**src/rtl/rv32i_types.sv**
```systemverilog
// Shared RV32I pipeline types: opcodes, branch-prediction record, resolver FSM states.
// Latency: n/a (types and constants only).
// Backpressure: n/a.
package rv32i_types;

  typedef enum logic [6:0] {
    op_lui   = 7'b0110111,
    op_auipc = 7'b0010111,
    op_jal   = 7'b1101111,
    op_jalr  = 7'b1100111,
    op_br    = 7'b1100011,
    op_load  = 7'b0000011,
    op_store = 7'b0100011,
    op_imm   = 7'b0010011,
    op_reg   = 7'b0110011,
    op_csr   = 7'b1110011
  } rv32i_opcode;

  // Prediction record produced at IF and carried down with the instruction.
  // predicted: the predictor had an entry for this PC.
  // prediction: predicted direction; brp_target: PC that fetch followed.
  typedef struct packed {
    logic        predicted;
    logic        prediction;
    logic [31:0] brp_target;
  } rv32i_brp_word;

  typedef enum logic [1:0] {
    IDLE,
    REDIRECT,
    SQUASH
  } br_resolve_state_t;

  localparam int BR_SQUASH_DEFAULT = 2;

endpackage

```
**src/rtl/br_resolve_if.sv**
```systemverilog
// Resolver-to-fetch/predictor bundle: redirect handshake plus training pulse.
// Latency: n/a (wiring only).
// Backpressure: redirect is valid/ready; the training pulse has no backpressure.
interface br_resolve_if;
  logic        redirect_valid;
  logic        redirect_ready;
  logic [31:0] redirect_pc;
  logic        upd_valid;
  logic [31:0] upd_pc;
  logic        upd_taken;
  logic        upd_mispredicted;

  modport master (
    output redirect_valid, redirect_pc,
    output upd_valid, upd_pc, upd_taken, upd_mispredicted,
    input  redirect_ready
  );

  modport slave (
    input  redirect_valid, redirect_pc,
    input  upd_valid, upd_pc, upd_taken, upd_mispredicted,
    output redirect_ready
  );
endinterface

```
**src/rtl/br_resolve_check.sv**
```systemverilog
// Combinational compare of a carried prediction against the actual outcome of a control-flow op.
// Latency: 0 cycles (pure combinational).
// Backpressure: none.
module br_check
  import rv32i_types::*;
(
  input  rv32i_opcode   opcode,
  input  logic [31:0]   pc,
  input  rv32i_brp_word brp,
  input  logic          br_en,
  input  logic [31:0]   br_target,
  output logic [31:0]   correct_pc,
  output logic          mispredict,
  output logic          resolvable,
  output logic          trainable
);

  logic [31:0] pc_seq;
  assign pc_seq = pc + 32'd4;

  // Correct next PC and mispredict per control-flow opcode; jalr is never predicted.
  always_comb begin
    correct_pc = pc_seq;
    mispredict = 1'b0;
    resolvable = 1'b0;
    trainable  = 1'b0;
    case (opcode)
      op_br: begin
        correct_pc = br_en ? br_target : pc_seq;
        mispredict = (brp.prediction != br_en) || (brp.brp_target != correct_pc);
        resolvable = 1'b1;
        trainable  = brp.predicted;
      end
      op_jal: begin
        correct_pc = br_target;
        mispredict = (brp.brp_target != br_target);
        resolvable = 1'b1;
      end
      op_jalr: begin
        correct_pc = {br_target[31:1], 1'b0};
        mispredict = 1'b1;
        resolvable = 1'b1;
      end
      default: ;
    endcase
  end

endmodule

```
**src/rtl/br_resolve.sv**
```systemverilog
// EX-stage branch resolution: redirect fetch on mispredict, flush younger stages, train predictor.
// Latency: redirect/flush/training outputs appear 1 cycle after resolution; flush lasts SQUASH_CYCLES after handshake.
// Backpressure: redirect held stable until redirect_ready; EX stalled and wrong-path ex_valid ignored meanwhile.
// Optional: BR_RESOLVE_STATS_EN enables the c_total/c_correct accuracy counters (tied to 0 otherwise).
module br_resolve
  import rv32i_types::*;
#(
  parameter int SQUASH_CYCLES = BR_SQUASH_DEFAULT,
  parameter int CNT_W         = 32
) (
  input  logic              clk,
  input  logic              rst,
  input  logic              ex_valid,
  input  rv32i_opcode       ex_opcode,
  input  logic [31:0]       ex_pc,
  input  rv32i_brp_word     brp_ex,
  input  logic              br_en,
  input  logic [31:0]       br_target,
  br_resolve_if.master      fe,
  output logic              flush_if_id,
  output logic              flush_id_ex,
  output logic              stall_ex,
  output logic [CNT_W-1:0]  c_total,
  output logic [CNT_W-1:0]  c_correct
);

  localparam logic [3:0] SQ_LOAD = 4'(SQUASH_CYCLES - 1);

  br_resolve_state_t state, state_nxt;
  logic [3:0]  sq_cnt, sq_cnt_nxt;
  logic [31:0] correct_pc;
  logic        mispredict, resolvable, trainable;
  logic        fire, train_evt;
  logic [31:0] redirect_pc_q;
  logic        upd_valid_q, upd_taken_q, upd_mis_q;
  logic [31:0] upd_pc_q;

  br_check u_check (
    .opcode     (ex_opcode),
    .pc         (ex_pc),
    .brp        (brp_ex),
    .br_en      (br_en),
    .br_target  (br_target),
    .correct_pc (correct_pc),
    .mispredict (mispredict),
    .resolvable (resolvable),
    .trainable  (trainable)
  );

  // Only IDLE resolves; anything in EX during REDIRECT/SQUASH is wrong-path.
  assign fire      = ex_valid && resolvable && (state == IDLE);
  assign train_evt = fire && trainable;

  // State and squash counter registers.
  always_ff @(posedge clk) begin
    if (rst) begin
      state  <= IDLE;
      sq_cnt <= 4'd0;
    end else begin
      state  <= state_nxt;
      sq_cnt <= sq_cnt_nxt;
    end
  end

  // Next-state: redirect on mispredict, hold until accepted, then count out the squash window.
  always_comb begin
    state_nxt  = state;
    sq_cnt_nxt = sq_cnt;
    case (state)
      IDLE: begin
        if (fire && mispredict) state_nxt = REDIRECT;
      end
      REDIRECT: begin
        if (fe.redirect_ready) begin
          state_nxt  = SQUASH;
          sq_cnt_nxt = SQ_LOAD;
        end
      end
      SQUASH: begin
        if (sq_cnt == 4'd0) state_nxt = IDLE;
        else                sq_cnt_nxt = sq_cnt - 4'd1;
      end
      default: state_nxt = IDLE;
    endcase
  end

  // Capture the corrected PC at resolution so it stays stable while fetch stalls.
  always_ff @(posedge clk) begin
    if (rst)                     redirect_pc_q <= 32'd0;
    else if (fire && mispredict) redirect_pc_q <= correct_pc;
  end

  // One-cycle training pulse for predicted conditional branches.
  always_ff @(posedge clk) begin
    if (rst) begin
      upd_valid_q <= 1'b0;
      upd_pc_q    <= 32'd0;
      upd_taken_q <= 1'b0;
      upd_mis_q   <= 1'b0;
    end else begin
      upd_valid_q <= train_evt;
      if (train_evt) begin
        upd_pc_q    <= ex_pc;
        upd_taken_q <= br_en;
        upd_mis_q   <= mispredict;
      end
    end
  end

  assign fe.redirect_valid   = (state == REDIRECT);
  assign fe.redirect_pc      = redirect_pc_q;
  assign fe.upd_valid        = upd_valid_q;
  assign fe.upd_pc           = upd_pc_q;
  assign fe.upd_taken        = upd_taken_q;
  assign fe.upd_mispredicted = upd_mis_q;
  assign flush_if_id         = (state != IDLE);
  assign flush_id_ex         = (state != IDLE);
  assign stall_ex            = (state != IDLE);

`ifdef BR_RESOLVE_STATS_EN
  logic [CNT_W-1:0] tot_q, cor_q;

  // Saturating accuracy counters over the same events that train the predictor.
  always_ff @(posedge clk) begin
    if (rst) begin
      tot_q <= '0;
      cor_q <= '0;
    end else if (train_evt) begin
      if (tot_q != '1)                tot_q <= tot_q + 1'b1;
      if (!mispredict && cor_q != '1) cor_q <= cor_q + 1'b1;
    end
  end

  assign c_total   = tot_q;
  assign c_correct = cor_q;
`else
  assign c_total   = '0;
  assign c_correct = '0;
`endif

endmodule

```
**src/flat_wrapper.sv**
```systemverilog
// flat-port wrapper written by rule: the top's interface ports become plain ports
module br_resolve_flat import rv32i_types::*;
#(
  parameter int SQUASH_CYCLES = BR_SQUASH_DEFAULT,
  parameter int CNT_W         = 32
)
  (clk, rst, ex_valid, ex_opcode, ex_pc, brp_ex, br_en, br_target, flush_if_id, flush_id_ex, stall_ex, c_total, c_correct, fe_redirect_valid, fe_redirect_pc, fe_upd_valid, fe_upd_pc, fe_upd_taken, fe_upd_mispredicted, fe_redirect_ready);
  br_resolve_if fe_i ();
  input  logic clk;
  input  logic rst;
  input  logic ex_valid;
  input  rv32i_opcode ex_opcode;
  input  logic [31:0] ex_pc;
  input  rv32i_brp_word brp_ex;
  input  logic br_en;
  input  logic [31:0] br_target;
  output logic flush_if_id;
  output logic flush_id_ex;
  output logic stall_ex;
  output logic [CNT_W-1:0] c_total;
  output logic [CNT_W-1:0] c_correct;
  output wire logic [$bits(fe_i.redirect_valid)-1:0] fe_redirect_valid;
  output wire logic [$bits(fe_i.redirect_pc)-1:0] fe_redirect_pc;
  output wire logic [$bits(fe_i.upd_valid)-1:0] fe_upd_valid;
  output wire logic [$bits(fe_i.upd_pc)-1:0] fe_upd_pc;
  output wire logic [$bits(fe_i.upd_taken)-1:0] fe_upd_taken;
  output wire logic [$bits(fe_i.upd_mispredicted)-1:0] fe_upd_mispredicted;
  input wire logic [$bits(fe_i.redirect_ready)-1:0] fe_redirect_ready;
  assign fe_redirect_valid = fe_i.redirect_valid;
  assign fe_redirect_pc = fe_i.redirect_pc;
  assign fe_upd_valid = fe_i.upd_valid;
  assign fe_upd_pc = fe_i.upd_pc;
  assign fe_upd_taken = fe_i.upd_taken;
  assign fe_upd_mispredicted = fe_i.upd_mispredicted;
  assign fe_i.redirect_ready = fe_redirect_ready;
  br_resolve #(.SQUASH_CYCLES(SQUASH_CYCLES), .CNT_W(CNT_W)) u_core (.clk(clk), .rst(rst), .ex_valid(ex_valid), .ex_opcode(ex_opcode), .ex_pc(ex_pc), .brp_ex(brp_ex), .br_en(br_en), .br_target(br_target), .fe(fe_i), .flush_if_id(flush_if_id), .flush_id_ex(flush_id_ex), .stall_ex(stall_ex), .c_total(c_total), .c_correct(c_correct));
endmodule
```
**config.mk**
```make
export PLATFORM = sky130hd
export DESIGN_NAME = br_resolve_flat
export DESIGN_NICKNAME = d
export VERILOG_FILES = /design/src/rtl/rv32i_types.sv /design/src/rtl/br_resolve_if.sv /design/src/rtl/br_resolve_check.sv /design/src/rtl/br_resolve.sv /design/src/flat_wrapper.sv
export SDC_FILE = /design/constraint.sdc
export NUM_CORES = 1
export LEC_CHECK = 0
export ABC_AREA = 1
export BUFFER_PORTS_ARGS = -buffer_cell sky130_fd_sc_hd__buf_2
export CAP_MARGIN = 10
export CORE_ASPECT_RATIO = 1.25
export CORE_MARGIN = 2
export CORE_UTILIZATION = 37
export CTS_CLUSTER_DIAMETER = 120
export DETAILED_ROUTE_END_ITERATION = 10
export GPL_TIMING_DRIVEN = 0
export PLACE_DENSITY_LB_ADDON = 0.12
export SLEW_MARGIN = 20
export SYNTH_ARGS = -nofsm -noshare
export SYNTH_HDL_FRONTEND = slang
export SYNTH_SLANG_ARGS = --single-unit
export TNS_END_PERCENT = 30
```
**constraint.sdc**
```tcl
create_clock -name clk -period 3.4 [get_ports clk]
set_input_delay 0.68 -clock clk [delete_from_list [all_inputs] [get_ports clk]]
set_output_delay 0.68 -clock clk [all_outputs]
set_load 0.03 [all_outputs]
```
Word level (Yosys, flattened, before mapping)

Index checks and enable logic that the tools add are counted.

Mux-type cells: 12
Equality and inequality tests: 12
Add/subtract/negate cells: 2
Reduce and logical (&&, ||, !) cells: 12

Operator list:

| operator                | number |
|---|---|
| $pmux W32 S3            | 1 |
| $ne A32 B32 Y1          | 2 |
| $add A32 B3 Y32 const B | 1 |
| $mux W32                | 1 |
| $eq A7 B7 Y1 const B    | 3 |
| $mux W4                 | 2 |
| $pmux W4 S2             | 1 |
| $mux W2                 | 3 |
| $pmux W2 S3             | 1 |
| $reduce_and A3 Y1       | 2 |
| $logic_and A1 B1 Y1     | 4 |
| $logic_not A4 Y1        | 1 |
| $ne A2 B1 Y1 const B    | 2 |
| $ne A2 B2 Y1 const B    | 2 |
| $reduce_bool A2 Y1      | 2 |
| $sub A4 B1 Y4 const B   | 1 |
| $pmux W1 S3             | 1 |
| $reduce_or A3 Y1        | 1 |
| $eq A2 B1 Y1 const B    | 1 |
| $eq A2 B2 Y1 const B    | 1 |
| $logic_not A2 Y1        | 1 |
| $mux W1                 | 2 |
| $logic_or A1 B1 Y1      | 1 |
| $ne A1 B1 Y1            | 1 |

Output and inout port bits: 135
Word-level logic and storage cells: 45
Bits in registers: 73
Input port bits: 110

Logic depth before layout (Yosys ltp)

Depth in word-level cells: 8
Depth in mapped cells: 22
Mapped depth without buffers: 20

Modules after synthesis

From an unflattened synthesis, not the netlist that was laid out.

Cells, all modules: 1134
Area total of the unflattened synthesis: 6722.7 µm²

By module, submodules not included:

| module     | instances | sequential area each (µm²) | cells an instance | area an instance (µm²) |
|---|---|---|---|---|
| br_check   | 1         | 0.0                        | 723               | 3478.3 |
| br_resolve | 1         | 1461.4                     | 411               | 3244.4 |

Worst setup path after synthesis

OpenSTA, ideal clock, no wires.

Path kind: input -> register
Start point: input ex_pc[2]
End point: register u_core.redirect_pc_q[12], in the netlist u_core.fe.redirect_pc[12]
Arrival time: 2.542 ns
Setup slack: 0.742 ns
Cell stages on the path: 20
Cell sequence: ha_1 nand2_2 nor2_4 nand2_2 nor2_4 nand3_1 nand3_1 nand2_1 nand2_1 nand2_1 nor2_1 nand2_1 nor2_1 nand3_1 nand2_1 nand2_1 buf_6 buf_6 a21oi_1 nor2_1

Cells in the longest elaborated chain, start to end: 6
Elaborated cells between the ends (all ways): 7
Classes of those cells: 1 x add/sub; 1 x eq/ne; 3 x mux; 2 x reduce/logical

RTL lines:

| item                   | line                   | source |
|---|---|---|
| start: declaration     | flat_wrapper.sv:13     | `input logic [31:0] ex_pc;` |
| $add A32 B3 Y32 *      | br_resolve_check.sv:19 | `assign pc_seq = pc + 32'd4;` |
| $mux W32               | br_resolve_check.sv:29 | `correct_pc = br_en ? br_target : pc_seq;` |
| $ne A32 B32 Y1         | br_resolve_check.sv:30 | `mispredict = (brp.prediction != br_en) \|\| (brp.brp_target != correct_pc);` |
| $logic_or A1 B1 Y1     | br_resolve_check.sv:30 |  |
| $pmux W1 S3            | br_resolve_check.sv:27 | `case (opcode)` |
| $logic_and A1 B1 Y1    | br_resolve.sv:90       | `else if (fire && mispredict) redirect_pc_q <= correct_pc;` |
| end signal: assignment | br_resolve.sv:90       |  |
| end: declaration       | br_resolve.sv:34       | `logic [31:0] redirect_pc_q;` |

Mark *: on every way between the ends. The rest lies on a longest branch, timed or not.
A chain may end at the register's enable or synchronous reset.

Worst setup path in the final report

Start point: input ex_opcode[6]
End point: register u_core.redirect_pc_q[25], in the netlist u_core.fe.redirect_pc[25]

Cells in the longest elaborated chain, start to end: 6
Elaborated cells between the ends (all ways): 10
Classes of those cells: 3 x eq/ne; 3 x mux; 4 x reduce/logical

RTL lines:

| item                              | line                   | source |
|---|---|---|
| start: declaration                | flat_wrapper.sv:12     | `input rv32i_opcode ex_opcode;` |
| $eq A7 B7 Y1                      | br_resolve_check.sv:27 |  |
| $reduce_or A3 Y1 (no line)        | n/a                    |  |
| $mux W1                           | br_resolve_check.sv:27 |  |
| $logic_and A1 B1 Y1 (2 in series) | br_resolve.sv:51       | `assign fire = ex_valid && resolvable && (state == IDLE);` |
| $logic_and A1 B1 Y1               | br_resolve.sv:90       |  |

Several ways; a longest one is shown, not always the timed one.

==> metrics list <==
- The number of antenna violations at the first check in global routing is 3.
- For this run, design rule violations remaining after detail routing come to 0.
- Measured along the x axis, the die boundary spans 123 um.
- Proportion of synthesized flip-flops having asynchronous set or reset: 0%
- Of the total synthesized cell area, the portion taken by full adders, half adders and majority gates is 0.381%.
- Setup repair after global routing left no endpoint under its margin.
* Maximum clock insertion buffer count: 2
- In this run the most critical hold path is launched from u_core.fe.upd_pc[24].
- The count of cells in the finished layout, fillers not included, comes to 1611.
* FILL cells: around 2000
- By area, the combinational part of the netlist is dominated by simple AND/OR/NAND/NOR gates.
- Cell chosen for the clock root: clkbuf_16
- Summing all non-filler instances in the final layout gives an area of about 8300 sq um.
- Worst Reg-to-Reg Cells: 9
- Total setup buffers inserted after CTS: 0
- Fraction of layout cells with a size suffix above 1: 22.8%
- The synthesized netlist contains slightly above 40 unique library cells.
- Data arrives at the worst endpoint at 3470 ps.
- For this run, the detailed router's first-pass iteration total came to 5.
- For this design the static power due to leakage is 4.45 nW.
* Number of synthesized flops with an enable pin: 0
- The sequential cells in the finished layout cover a total of 1460 sq um.
- STA classifies the critical path startpoint as a primary input.
- At the end of the flow the core is filled with cells to 47.8%.
- Following the worst setup path forward leads to its endpoint at u_core.fe.redirect_pc[25].
- Clock latency on the worst-skew pair: 340 ps
- Netlist area before placement: between 6000 and 7000 sq um
- Maximum clock frequency: a little over 0.3 GHz
* Routed len/inst: 15.1 um
- The startpoint identified for the worst register-to-register timing path is u_core.state[1].
* Maximum ir drop on the vdd rail: 248 uV
- Hold repair after CTS inserted 0 buffers.
* Max-slew headroom: 45.8%
* Total clock sinks: between 70 and 80
- Cell area power density: 311 nW/um^2
- The wire-length estimate of the detail-placed layout is 20300 um.
- Worst hold slack after final layout: roughly 470 ps
* Area growth, synth to finish: 27.0%
- The final count of pins violating max slew was 0.
* Share of synthesized cell area in and, or, nand and nor gates: 44.1%
- STA puts the critical path data required time at 3640 ps.
- Clock tree synthesis inserted a total of 9 buffers.
- Synthesized instance count: approximately 1100
- Global Route Usage Sum: 25.7%
* Final GP Congestion: 0.964
- Sequential fraction of the synthesis area: between 20% and 30%
* Final Hold Vio Count: 0
- Number of ports placed on the die boundary: 245
- Dividing the final minimum period by the clock period gives 94.9%.
- TritonCTS built the clock tree.
- The placed instances occupy a cell area of 7980 sq um.
- The critical path starts at ex_opcode[6].
* Count of nets left with antenna violations after detail routing: 0
- Wire length of the first global-routing pass: 37100 um
* Class of the most critical hold timing path: flop to flop
- In this run the tool buffered the top-level ports with 179 buffer cells.
- The die is approximately 150 um tall.
* Largest net degree at the start of global routing: 14
* Post-Synth XOR/XNOR Area: 2.40%
- In this design, the stage delay of the slowest critical-path cell is ~600 ps.
- Each instance of the synthesized netlist takes up on average roughly 5.8 sq um.
- In this design, the critical path's most frequently occurring cell is nor2_1.
* Number of global-route vias before repair: 7446
- Final nets: 1493
- Including well taps, the total number of placed cells is 1594.
- Sort of element at the end of the critical path: flop
- Most frequently used flop master after synthesis: dfxtp_1
- Crit-path slowest cell: buf_1
- H-tree levels: 3
- After global routing the overflow that remains totals 0.
- After the first detailed-routing iteration, the DRC count stood at 517.
* Internal reg-to-reg setup slack: 1250 ps
- Cells along the critical path: buf_2, nand2_1, nor2_1, inv_1, nor4_1, inv_1, nand2_1, nor2_1, inv_1, buf_1, nor2_1, a211oi_1, nand3_2, nand2_1, nor2_1
- Clock-pin slew was measured on the worst setup and hold paths at 60 ps.
- Die area: 18800 sq um
* Aggregate routed wire length: 24400 um
* Average via count per standard cell: 4.89
- Across the run, the number of max-cap violations was 0.
- Setup violations remaining at the end of the flow were counted as 0.
- The total area inside the core boundary comes to 17400 sq um.
* Share of the synthesized area in compound gates (AO/OA/AOI/OAI): 12.3%
- Of all nets on the critical path, the largest fanout is 10.
- Starting density of the core: 37.7%
* Actual slew at the worst max-slew pin: 812 ps
- Multi-input gate area in the final layout: approximately 4100 sq um
- Min cycle time layout: 3230 ps
* Flop and latch count out of synthesis: 73
* Worst-case clock skew: 3.93 ps
- Yosys Warn Count: 0
- For this block, the via count after detailed routing is 7884.
- Kind of critical path: primary input to flop
- Row count: 54
- The flow ran to the end, and the final reports show no timing, DRC or antenna violations.
* Multiplexer share of the synthesized area: 0%
- Worst R2R End: u_core.fe.upd_pc[12]
critical path: cells and delay by family:
kind	cells	cell delay, ps
buffers and inverters	5	1120
and+or+nand+nor	9	1290
AOI/OAI and AO/OA	1	340
placed cells by master (no fill, tap or decap), types with 5 or more instances in the layout:
| master | instances |
|---|---|
| or2_2 | 8 |
| dfxtp_1 | 73 |
| inv_1 | 130 |
| conb_1 | 64 |
| a21oi_1 | 50 |
| o22ai_1 | 6 |
| nand3_1 | 139 |
| xor2_1 | 6 |
| nand3_2 | 10 |
| nor4_1 | 6 |
| a211oi_1 | 32 |
| o211ai_1 | 10 |
| a221oi_1 | 6 |
| o21ai_0 | 9 |
| buf_2 | 194 |
| nand4_1 | 12 |
| o21ai_1 | 7 |
| clkbuf_16 | 9 |
| buf_4 | 66 |
| xnor2_1 | 12 |
| nor2_1 | 153 |
| nor2_4 | 7 |
| clkbuf_1 | 20 |
| nand2_1 | 311 |
| buf_6 | 5 |
sequential cells by signal, indices dropped and copies added, names as in the netlist:
signal,count
u_core.fe.upd_pc,32
u_core.fe.upd_taken,1
u_core.sq_cnt,4
u_core.fe.redirect_pc,32
u_core.state,2
u_core.fe.upd_mispredicted,1
u_core.fe.upd_valid,1
metal layers:
layer | GRT usage [%] | wire, um
met1 | 30.7 | 9800
met2 | 44.0 | 11700
met3 | 4.70 | 1830
met4 | 12.0 | 1010
met5 | 0 | 26
logic make-up (layout without fill, tap and decap cells):
family,Yosys count,after routing
and+or+nand+nor,662,662
buffers and inverters,243,438
xor gates and xnor gates,18,18
DFF,73,73
adders and majority gates,2,2
other,1,65
AOI/OAI and AO/OA,129,129
per-stage QoR:
stage          setup slack [ps]  TNS [ps]  power [mW]
2_1_floorplan               742         0        1.29
3_3_place_gp               -164     -3640        1.49
3_5_place_dp               -160     -4750        1.49
4_1_cts                     206         0        2.60
5_1_grt                    32.3         0        2.71
6_report                    174         0        2.59
layout make-up:
cell class | count | share of cell area [%]
plain buffers | 110 | 8.61
flip-flops and latches | 73 | 17.5
multi-input cells | 875 | 49.6
inverters | 133 | 5.99
diodes | 1 | 0.0300
repair buffers | 179 | 10.7
well taps | 224 | 3.36
clock inverters | 6 | 1.38
clock buffers | 10 | 2.75
power breakdown:
group / switching [mW] / internal (mW)
sequential: 0.000119 / 0.855
clock: 0.392 / 0.721
combinational: 0.412 / 0.212
total: 0.803 / 1.79
how the worst min path moves through the flow:
| stage | end | slack (ps) | depth (start not counted) |
|---|---|---|---|
| after floorplan | u_core.sq_cnt[0] | 470 | 2 |
| after detailed placement | u_core.fe.redirect_pc[25] | 470 | 2 |
| after global placement | u_core.fe.redirect_pc[0] | 460 | 2 |
| after CTS | u_core.fe.upd_pc[24] | 480 | 2 |
| after global routing | u_core.fe.redirect_pc[0] | 510 | 2 |
| final | u_core.fe.upd_pc[24] | 470 | 2 |
repair_timing:
item                       in CTS  in global routing
setup endpoints to repair       0                 10
hold endpoints to repair        0                  0
gates resized for setup         0                  4
cell usage after synthesis (4+ instances only):
cell	instances	area share, %
buf_4	66	7.5
a221oi_1	6	0.80
nor2_1	153	8.7
nor3_1	5	0.38
nand2_1	311	18
o21ai_0	10	0.76
nand2_2	4	0.38
buf_2	15	1.1
dfxtp_1	73	22
o21ai_1	6	0.46
nor4_1	6	0.57
nand3_1	139	11
clkbuf_1	19	1.1
nand4_1	12	1.1
buf_6	5	0.86
buf_1	5	0.29
xnor2_1	12	1.6
a211oi_1	32	3.7
a21oi_1	50	3.8
or2_2	8	0.76
nand3_2	10	1.5
nor2_4	7	1.2
o211ai_1	10	1.1
inv_1	130	7.4
xor2_1	6	0.80
o22ai_1	6	0.57
No activity file was read; power rests on OpenSTA's default activity.
